**src/rtl/cdc_hs_tx_ctrl_if.sv**
```systemverilog
// Handshake bundle between the local producer, the source controller and the destination domain.
// master = controller view, slave = environment (producer + destination) view.
interface cdc_hs_tx_ctrl_if #(
  parameter int W = 16
);
  logic         s_valid;
  logic         s_ready;
  logic [W-1:0] s_data;
  logic         x_req;
  logic [W-1:0] x_data;
  logic         x_ack;

  modport master (
    input  s_valid,
    input  s_data,
    input  x_ack,
    output s_ready,
    output x_req,
    output x_data
  );

  modport slave (
    output s_valid,
    output s_data,
    output x_ack,
    input  s_ready,
    input  x_req,
    input  x_data
  );
endinterface

```
**src/rtl/cdc_hs_tx_ctrl.sv**
```systemverilog
// Source side of a four-phase req/ack word transfer into another clock domain,
// with a sticky per-phase stall timeout and a completed-transfer counter.
//
// state | meaning
// IDLE  | waiting for a producer word; blocked while the synchronised ack is still high
// REQ   | x_req high, x_data held, waiting for ack_s to rise
// REL   | x_req low, x_data still held, waiting for ack_s to fall
module cdc_hs_tx_ctrl #(
  parameter int W       = 16,
  parameter int CW      = 8,
  parameter int TIMEOUT = 1024,
  parameter int TW      = 11
) (
  input  logic                 clk,
  input  logic                 rst,
  cdc_hs_tx_ctrl_if.master     hs,
  output logic                 busy,
  output logic                 done,
  output logic                 timeout,
  input  logic                 timeout_clr,
  output logic [CW-1:0]        xfer_cnt
);

  typedef enum logic [1:0] {
    IDLE = 2'd0,
    REQ  = 2'd1,
    REL  = 2'd2
  } state_t;

  localparam logic [TW-1:0] TO_MAX = TW'(TIMEOUT);

  state_t        state;
  state_t        state_nxt;
  logic          ack_m;
  logic          ack_s;
  logic          ready_c;
  logic          busy_c;
  logic          accept;
  logic          req_drop;
  logic          finish;
  logic          waiting;
  logic          req_q;
  logic [W-1:0]  data_q;
  logic [TW-1:0] to_cnt;
  logic [TW-1:0] to_cnt_nxt;
  logic          cnt_run;

  // x_ack is asynchronous; only the second flop is ever looked at
  always_ff @(posedge clk or negedge rst) begin
    if (!rst) begin
      ack_m <= 1'b0;
      ack_s <= 1'b0;
    end else begin
      ack_m <= hs.x_ack;
      ack_s <= ack_m;
    end
  end

  always_ff @(posedge clk or negedge rst) begin
    if (!rst) state <= IDLE;
    else      state <= state_nxt;
  end

  always_comb begin
    state_nxt = state;
    case (state)
      IDLE:    if (hs.s_valid && !ack_s) state_nxt = REQ;
      REQ:     if (ack_s)                state_nxt = REL;
      REL:     if (!ack_s)               state_nxt = IDLE;
      default: state_nxt = IDLE;
    endcase
  end

  always_comb begin
    ready_c  = 1'b0;
    busy_c   = 1'b1;
    accept   = 1'b0;
    req_drop = 1'b0;
    finish   = 1'b0;
    waiting  = 1'b0;
    case (state)
      IDLE: begin
        busy_c  = 1'b0;
        ready_c = !ack_s;
        accept  = hs.s_valid && !ack_s;
      end
      REQ: begin
        waiting  = 1'b1;
        req_drop = ack_s;
      end
      REL: begin
        waiting = 1'b1;
        finish  = !ack_s;
      end
      default: busy_c = 1'b0;
    endcase
  end

  assign hs.s_ready = ready_c;
  assign busy       = busy_c;
  assign hs.x_req   = req_q;
  assign hs.x_data  = data_q;

  always_ff @(posedge clk or negedge rst) begin
    if (!rst) begin
      req_q    <= 1'b0;
      data_q   <= '0;
      done     <= 1'b0;
      xfer_cnt <= '0;
    end else begin
      done <= finish;
      if (accept) begin
        req_q  <= 1'b1;
        data_q <= hs.s_data;
      end else if (req_drop) begin
        req_q <= 1'b0;
      end
      if (finish) xfer_cnt <= xfer_cnt + 1'b1;
    end
  end

  // Counter restarts on every phase entry; transition cycles do not count toward a stall
  assign cnt_run    = waiting && !req_drop && !finish;
  assign to_cnt_nxt = (to_cnt == TO_MAX) ? to_cnt : to_cnt + 1'b1;

  always_ff @(posedge clk or negedge rst) begin
    if (!rst) begin
      to_cnt  <= '0;
      timeout <= 1'b0;
    end else begin
      if (timeout_clr || !cnt_run) to_cnt <= '0;
      else                         to_cnt <= to_cnt_nxt;

      if (timeout_clr)                          timeout <= 1'b0;
      else if (cnt_run && to_cnt_nxt == TO_MAX) timeout <= 1'b1;
    end
  end

endmodule

```
**src/flat_wrapper.sv**
```systemverilog
// flat-port wrapper written by rule: the top's interface ports become plain ports
module cdc_hs_tx_ctrl_flat 
#(
  parameter int W       = 16,
  parameter int CW      = 8,
  parameter int TIMEOUT = 1024,
  parameter int TW      = 11
)
  (clk, rst, busy, done, timeout, timeout_clr, xfer_cnt, hs_s_valid, hs_s_data, hs_x_ack, hs_s_ready, hs_x_req, hs_x_data);
  cdc_hs_tx_ctrl_if #(.W(W)) hs_i ();
  input  logic clk;
  input  logic rst;
  output logic busy;
  output logic done;
  output logic timeout;
  input  logic timeout_clr;
  output logic [CW-1:0] xfer_cnt;
  input wire logic [$bits(hs_i.s_valid)-1:0] hs_s_valid;
  input wire logic [$bits(hs_i.s_data)-1:0] hs_s_data;
  input wire logic [$bits(hs_i.x_ack)-1:0] hs_x_ack;
  output wire logic [$bits(hs_i.s_ready)-1:0] hs_s_ready;
  output wire logic [$bits(hs_i.x_req)-1:0] hs_x_req;
  output wire logic [$bits(hs_i.x_data)-1:0] hs_x_data;
  assign hs_i.s_valid = hs_s_valid;
  assign hs_i.s_data = hs_s_data;
  assign hs_i.x_ack = hs_x_ack;
  assign hs_s_ready = hs_i.s_ready;
  assign hs_x_req = hs_i.x_req;
  assign hs_x_data = hs_i.x_data;
  cdc_hs_tx_ctrl #(.W(W), .CW(CW), .TIMEOUT(TIMEOUT), .TW(TW)) u_core (.clk(clk), .rst(rst), .hs(hs_i), .busy(busy), .done(done), .timeout(timeout), .timeout_clr(timeout_clr), .xfer_cnt(xfer_cnt));
endmodule
```
**config.mk**
```make
export PLATFORM = sky130hd
export DESIGN_NAME = cdc_hs_tx_ctrl_flat
export DESIGN_NICKNAME = d
export VERILOG_FILES = /design/src/rtl/cdc_hs_tx_ctrl_if.sv /design/src/rtl/cdc_hs_tx_ctrl.sv /design/src/flat_wrapper.sv
export SDC_FILE = /design/constraint.sdc
export NUM_CORES = 1
export LEC_CHECK = 0
export ABC_AREA = 1
export CAP_MARGIN = 20
export CORE_MARGIN = 1
export CORE_UTILIZATION = 35
export DETAILED_ROUTE_END_ITERATION = 8
export PLACE_DENSITY = 0.65
export SYNTH_ARGS = -nofsm -noshare
export SYNTH_HDL_FRONTEND = slang
export SYNTH_SLANG_ARGS = --single-unit
```
**constraint.sdc**
```tcl
create_clock -name clk -period 1.4 [get_ports clk]
set_clock_uncertainty 0.15 [all_clocks]
set_input_delay 0.28 -clock clk [delete_from_list [all_inputs] [get_ports clk]]
set_output_delay 0.28 -clock clk [all_outputs]
set_load 0.03 [all_outputs]
```
==> Word level (Yosys, flattened, before mapping) <==
Index checks and enable logic that the tools add are counted.
{ "classes": {"n_mux": 15, "n_eq_ne": 7, "n_div": 0, "addsub": 2, "multipliers": 0, "n_reduce_logical": 14, "n_shift": 0, "bitwise": 0, "order_cmp": 0} }
{ "ops": {"columns": ["cell", "count"], "rows": [
  ["11-bit == test, second input constant", 2],
  ["11-bit 2-to-1 mux", 2],
  ["11-bit by 1-bit adder with 11-bit output, second input constant", 1],
  ["1-bit 2-to-1 mux", 9],
  ["8-bit by 1-bit adder with 8-bit output, second input constant", 1],
  ["2-bit 2-to-1 mux", 3],
  ["2-bit one-hot mux with 3 select lines", 1],
  ["1-bit logical AND", 4],
  ["1-bit logical NOT", 4],
  ["2-bit by 1-bit inequality test with 1-bit output, second input constant", 2],
  ["2-bit nonzero test", 2],
  ["3-bit AND reduction", 1],
  ["2-bit by 1-bit == test with 1-bit output, second input constant", 1],
  ["2-bit == test, second input constant", 1],
  ["2-bit logical NOT", 1],
  ["2-bit inequality test, second input constant", 1],
  ["2-bit OR reduction", 1],
  ["1-bit logical OR", 1]
]} }
{ "totals": {"latch_bits": 0, "out_inout_bits": 29, "mem_bits_ro": 0, "input_bits": 21, "elab_cells": 47, "mem_bits_rw": 0, "mem_count": 0, "reg_bits": 42} }

==> Longest topological paths before layout <==
{ "logic_depth": {"depth_word": 8, "depth_mapped": 11, "mapped_depth_nobuf": 11} }

==> Least setup slack after synthesis <==
No wires, ideal clock.
{ "synth_timing": {"path_kind": "reg2reg", "from": "register u_core.state[0]", "to": "register u_core.data_q[6] (netlist: u_core.hs.x_data[6])", "stages_incl_launch_ff": 8, "required_time_ps": 1122, "path_buffers": 1, "synth_period_minus_slack_ps": 1899, "arrival_time_ps": 1621, "setup_time_ps": 128, "slack_ps": -499, "cell_sequence": "dfrtp_1 inv_1 ha_1 inv_1 nor2_2 nand2_2 buf_6 mux2_1"} }
{ "synth_via": {"elab_chain_len": 2} }
{ "synth_rtl": {"columns": ["element", "line", "text"], "rows": [
  ["from (decl)", "cdc_hs_tx_ctrl.sv:32", "state_t state;"],
  ["from (signal assigned)", "cdc_hs_tx_ctrl.sv:61", "else state <= state_nxt;"],
  ["2-bit logical NOT", "cdc_hs_tx_ctrl.sv:81", "case (state)"],
  ["1-bit 2-to-1 mux", "cdc_hs_tx_ctrl.sv:81", null],
  ["to (signal assigned)", "cdc_hs_tx_ctrl.sv:114", "data_q <= hs.s_data;"],
  ["to (decl)", "cdc_hs_tx_ctrl.sv:43", "logic [W-1:0] data_q;"]
]} }
Every way passes these cells.
A chain may end at the register's enable or synchronous reset.

==> Worst setup path in the final report <==
{ "layout_timing": {"from": "register u_core.state[1]", "to": "register u_core.data_q[4] (netlist: u_core.hs.x_data[4])"} }
Same word-level chain as after synthesis.

==> summary.txt <==
Finish
  – Final #Nets: 317
  – Most common cell after layout, fill and taps aside: buf_4
  – Diodes inserted: 0
  – Core Util, Final: 57.26%
  – Design Area, Final: 2999 um^2
  – Commonest cells after routing, fill and taps aside: 57 x buf_4, 41 x dfrtp_1, 39 x nand2_1
  – Fraction of layout instances using a drive strength above 1: 40.34%
  – Post-Layout Cell Count: 360
  – # fillers: 469
  – Area delta synth->final: 53.56%

Status
  – Status: complete, but fails checks
  – Failing checks: setup timing

Die
  – Total core area: 5238 um^2
  – Die width: 76.70 um
  – Rows: 26
  – Die area: 5883 um^2
  – Initial Util: 37.29%
  – # IOs: 50
  – Die Y-Extent: 76.70 um

Global route
  – GRT Util Overall: 15.72%
  – Gr ovfl total: 0
  – M2 GR Usage: 26.52%
  – M3 GR Usage: 5.357%
  – Largest net degree at the start of global routing: 43
  – First-pass GRT wire length: 7.251 mm
  – Grt met1 use: 18.17%
  – Vias in the first global route: 1642
  – Initial antenna violation count: 0
  – GRT busiest layer: met2

Power and ir drop
  – Sw power: 2.209 mW
  – Pwr Density: 1893 nW/um^2
  – VDD IR-drop max: 1.164 mV
  – P_int: 3.469 mW
  – Comb power frac: 50.4%
  – Seq pwr share: 32.6%
  – Clock share of power: 17.1%
  – Sw Share: 38.91%
  – Leakage: 1.448 nW
  – Overall power: 5.678 mW

Route
  – DRC: 0
  – Vias: 1619
  – Vias per inst: 4.497
  – Drt first pass iters: 4
  – Drt first-iter violations: 37
  – Routed length per instance: 11.56 um
  – Antenna Nets Post-Route: 0
  – Post-Route WL: 4.161 mm

Synth
  – Gate Count Post-Synth: 197
  – Synthesis-stage register bit count: 42
  – Yosys synthesis warning count: 0
  – Syn Nets: 224
  – Avg Cell Area, Syn: 9.914 um^2
  – Sequential element share of the synthesized area: 53.81%
  – Synth cell types: 25
  – Mapped Area: 1953 um^2

Clocking
  – CTS sink cnt: 42
  – Clock latency on the worst-skew pair: 0.29 ns
  – H-tree levels: 2
  – Clock-pin slew on the worst setup and hold paths: 0.07 ns
  – Clock Tree Root: clkbuf_8
  – Clk buf depth: 2
  – CTS Buf Count: 5
  – TritonCTS clock tree: built

STA
  – Final setup fails: 37
  – Max-Slew Margin vs Limit: 61.21%
  – Fmax: 592.5 MHz
  – Final period util: 120.6%
  – Hold Slack: 0.2117 ns
  – Hold Vio Cnt, Final: 0
  – Minimum clock period: 1.688 ns
  – Final setup TNS: -7.288 ns
  – Final worst slack: -0.2877 ns
  – Fin. max-slew vios: 0
  – Worst-Margin Slew: 0.5819 ns
  – RSZ-0062 raised after global routing: true

Critical path
  – WP data required: 1.43 ns
  – Critical path type: reg -> reg
  – CP arrival: 1.72 ns
  – CP Capture Type: flop
  – Critical Path Source Type: flop
  – Crit Path Max Fanout: 8

Hold path
  – Worst hold path class: reg -> reg

Placed design
  – Worst slack, placed: -0.2484 ns
  – Placer Congestion: 0.7401
  – PortBufs: 49
  – Detail Placement HPWL: 2.912 mm
  – Placed cells: 341
  – DP Area: 2669 um^2

Run
  – Max_cap viols: 0
==> Yosys cell counts, drive strengths merged <==
cell type / instances / area share (%)
a21oi: 5 / 1.3
nand4: 2 / 0.64
nor2: 24 / 5.1
nand2: 43 / 9.0
inv: 25 / 4.8
nor3: 4 / 1.8
xor2: 8 / 3.6
dfrtp: 42 / 54
nand3: 14 / 3.8
mux2: 16 / 9.2
o21ai: 3 / 0.77
xnor2: 2 / 0.90
o211ai: 1 / 0.38
buf: 2 / 0.96
ha: 6 / 3.8
==> area by class of cell <==
type,instances,area [um^2],area share [%]
flip-flops and latches,42,1052,35.09
multi-input cells,130,913.4,30.45
repair buffers,86,739.5,24.66
inverters,25,93.84,3.129
well taps,70,87.58,2.920
clock buffers,6,82.58,2.753
clock inverters,1,30.03,1.001
==> cell families (layout without fill, tap and decap cells) <==
kind of cell	after synthesis	after routing	share of synthesized area [%]
AND/OR/NAND/NOR	87	89	20.44
flip-flops	42	42	53.81
buffers and inverters	27	118	5.766
multiplexers	16	16	9.225
XOR/XNOR	10	10	4.485
AO/OA/AOI/OAI	9	9	2.434
adder cells (fa/ha/maj)	6	6	3.844
==> metal layers <==
metal  up-vias  routed length, um
li1        808                  -
met1       757               1863
met2        48               1951
met3         6                279
met4         0                 66
met5         -                  0
==> worst max-delay path, stage by stage (launching register included) <==
cell	delay [ns]
dfrtp_1	0.38
inv_2	0.06
ha_4	0.16
inv_2	0.07
nor2_4	0.04
buf_4	0.14
buf_12	0.14
nand2_8	0.10
mux2_2	0.34
==> flip-flops by register name, summed over array words and instances, names as in the netlist <==
register          flops
u_core.hs.x_req       1
u_core.timeout        1
u_core.to_cnt        11
u_core.hs.x_data     16
u_core.done           1
u_core.xfer_cnt       8
u_core.ack_s          1
u_core.state          2
u_core.ack_m          1
==> worst paths after layout <==
path / startpoint / endpoint / slack, ns / cells after the start
max in group asynchronous: rst / u_core.xfer_cnt[4] / 0.53 / 3
min in group asynchronous: rst / u_core.state[0] / 0.35 / 3
worst min register to register: u_core.ack_m / u_core.ack_s / 0.21 / 0
worst max register to register: u_core.state[1] / u_core.hs.x_data[4] / -0.29 / 8
worst min-delay path: u_core.ack_m / u_core.ack_s / 0.21 / 0
worst max-delay path: u_core.state[1] / u_core.hs.x_data[4] / -0.29 / 8
==> power by group through the flow <==
stage	clock, mW	sequential [mW]	combinational [mW]
floorplan	0	2.48	0.842
global placement	0	1.84	2.42
finish	0.968	1.85	2.86
CTS	1.01	1.84	2.72
detailed placement	0	1.85	2.47
global route	1.05	1.91	3.06
==> repair_timing <==
item	CTS	global route
setup buffers	5	5
pin swaps	6	2
setup endpoints to repair	39	40
gates resized for setup	13	17
gates cloned	2	0
endpoints found under the hold margin	42	0
hold buffers	1	0
Note: power is estimated with default switching activity, not from simulation.
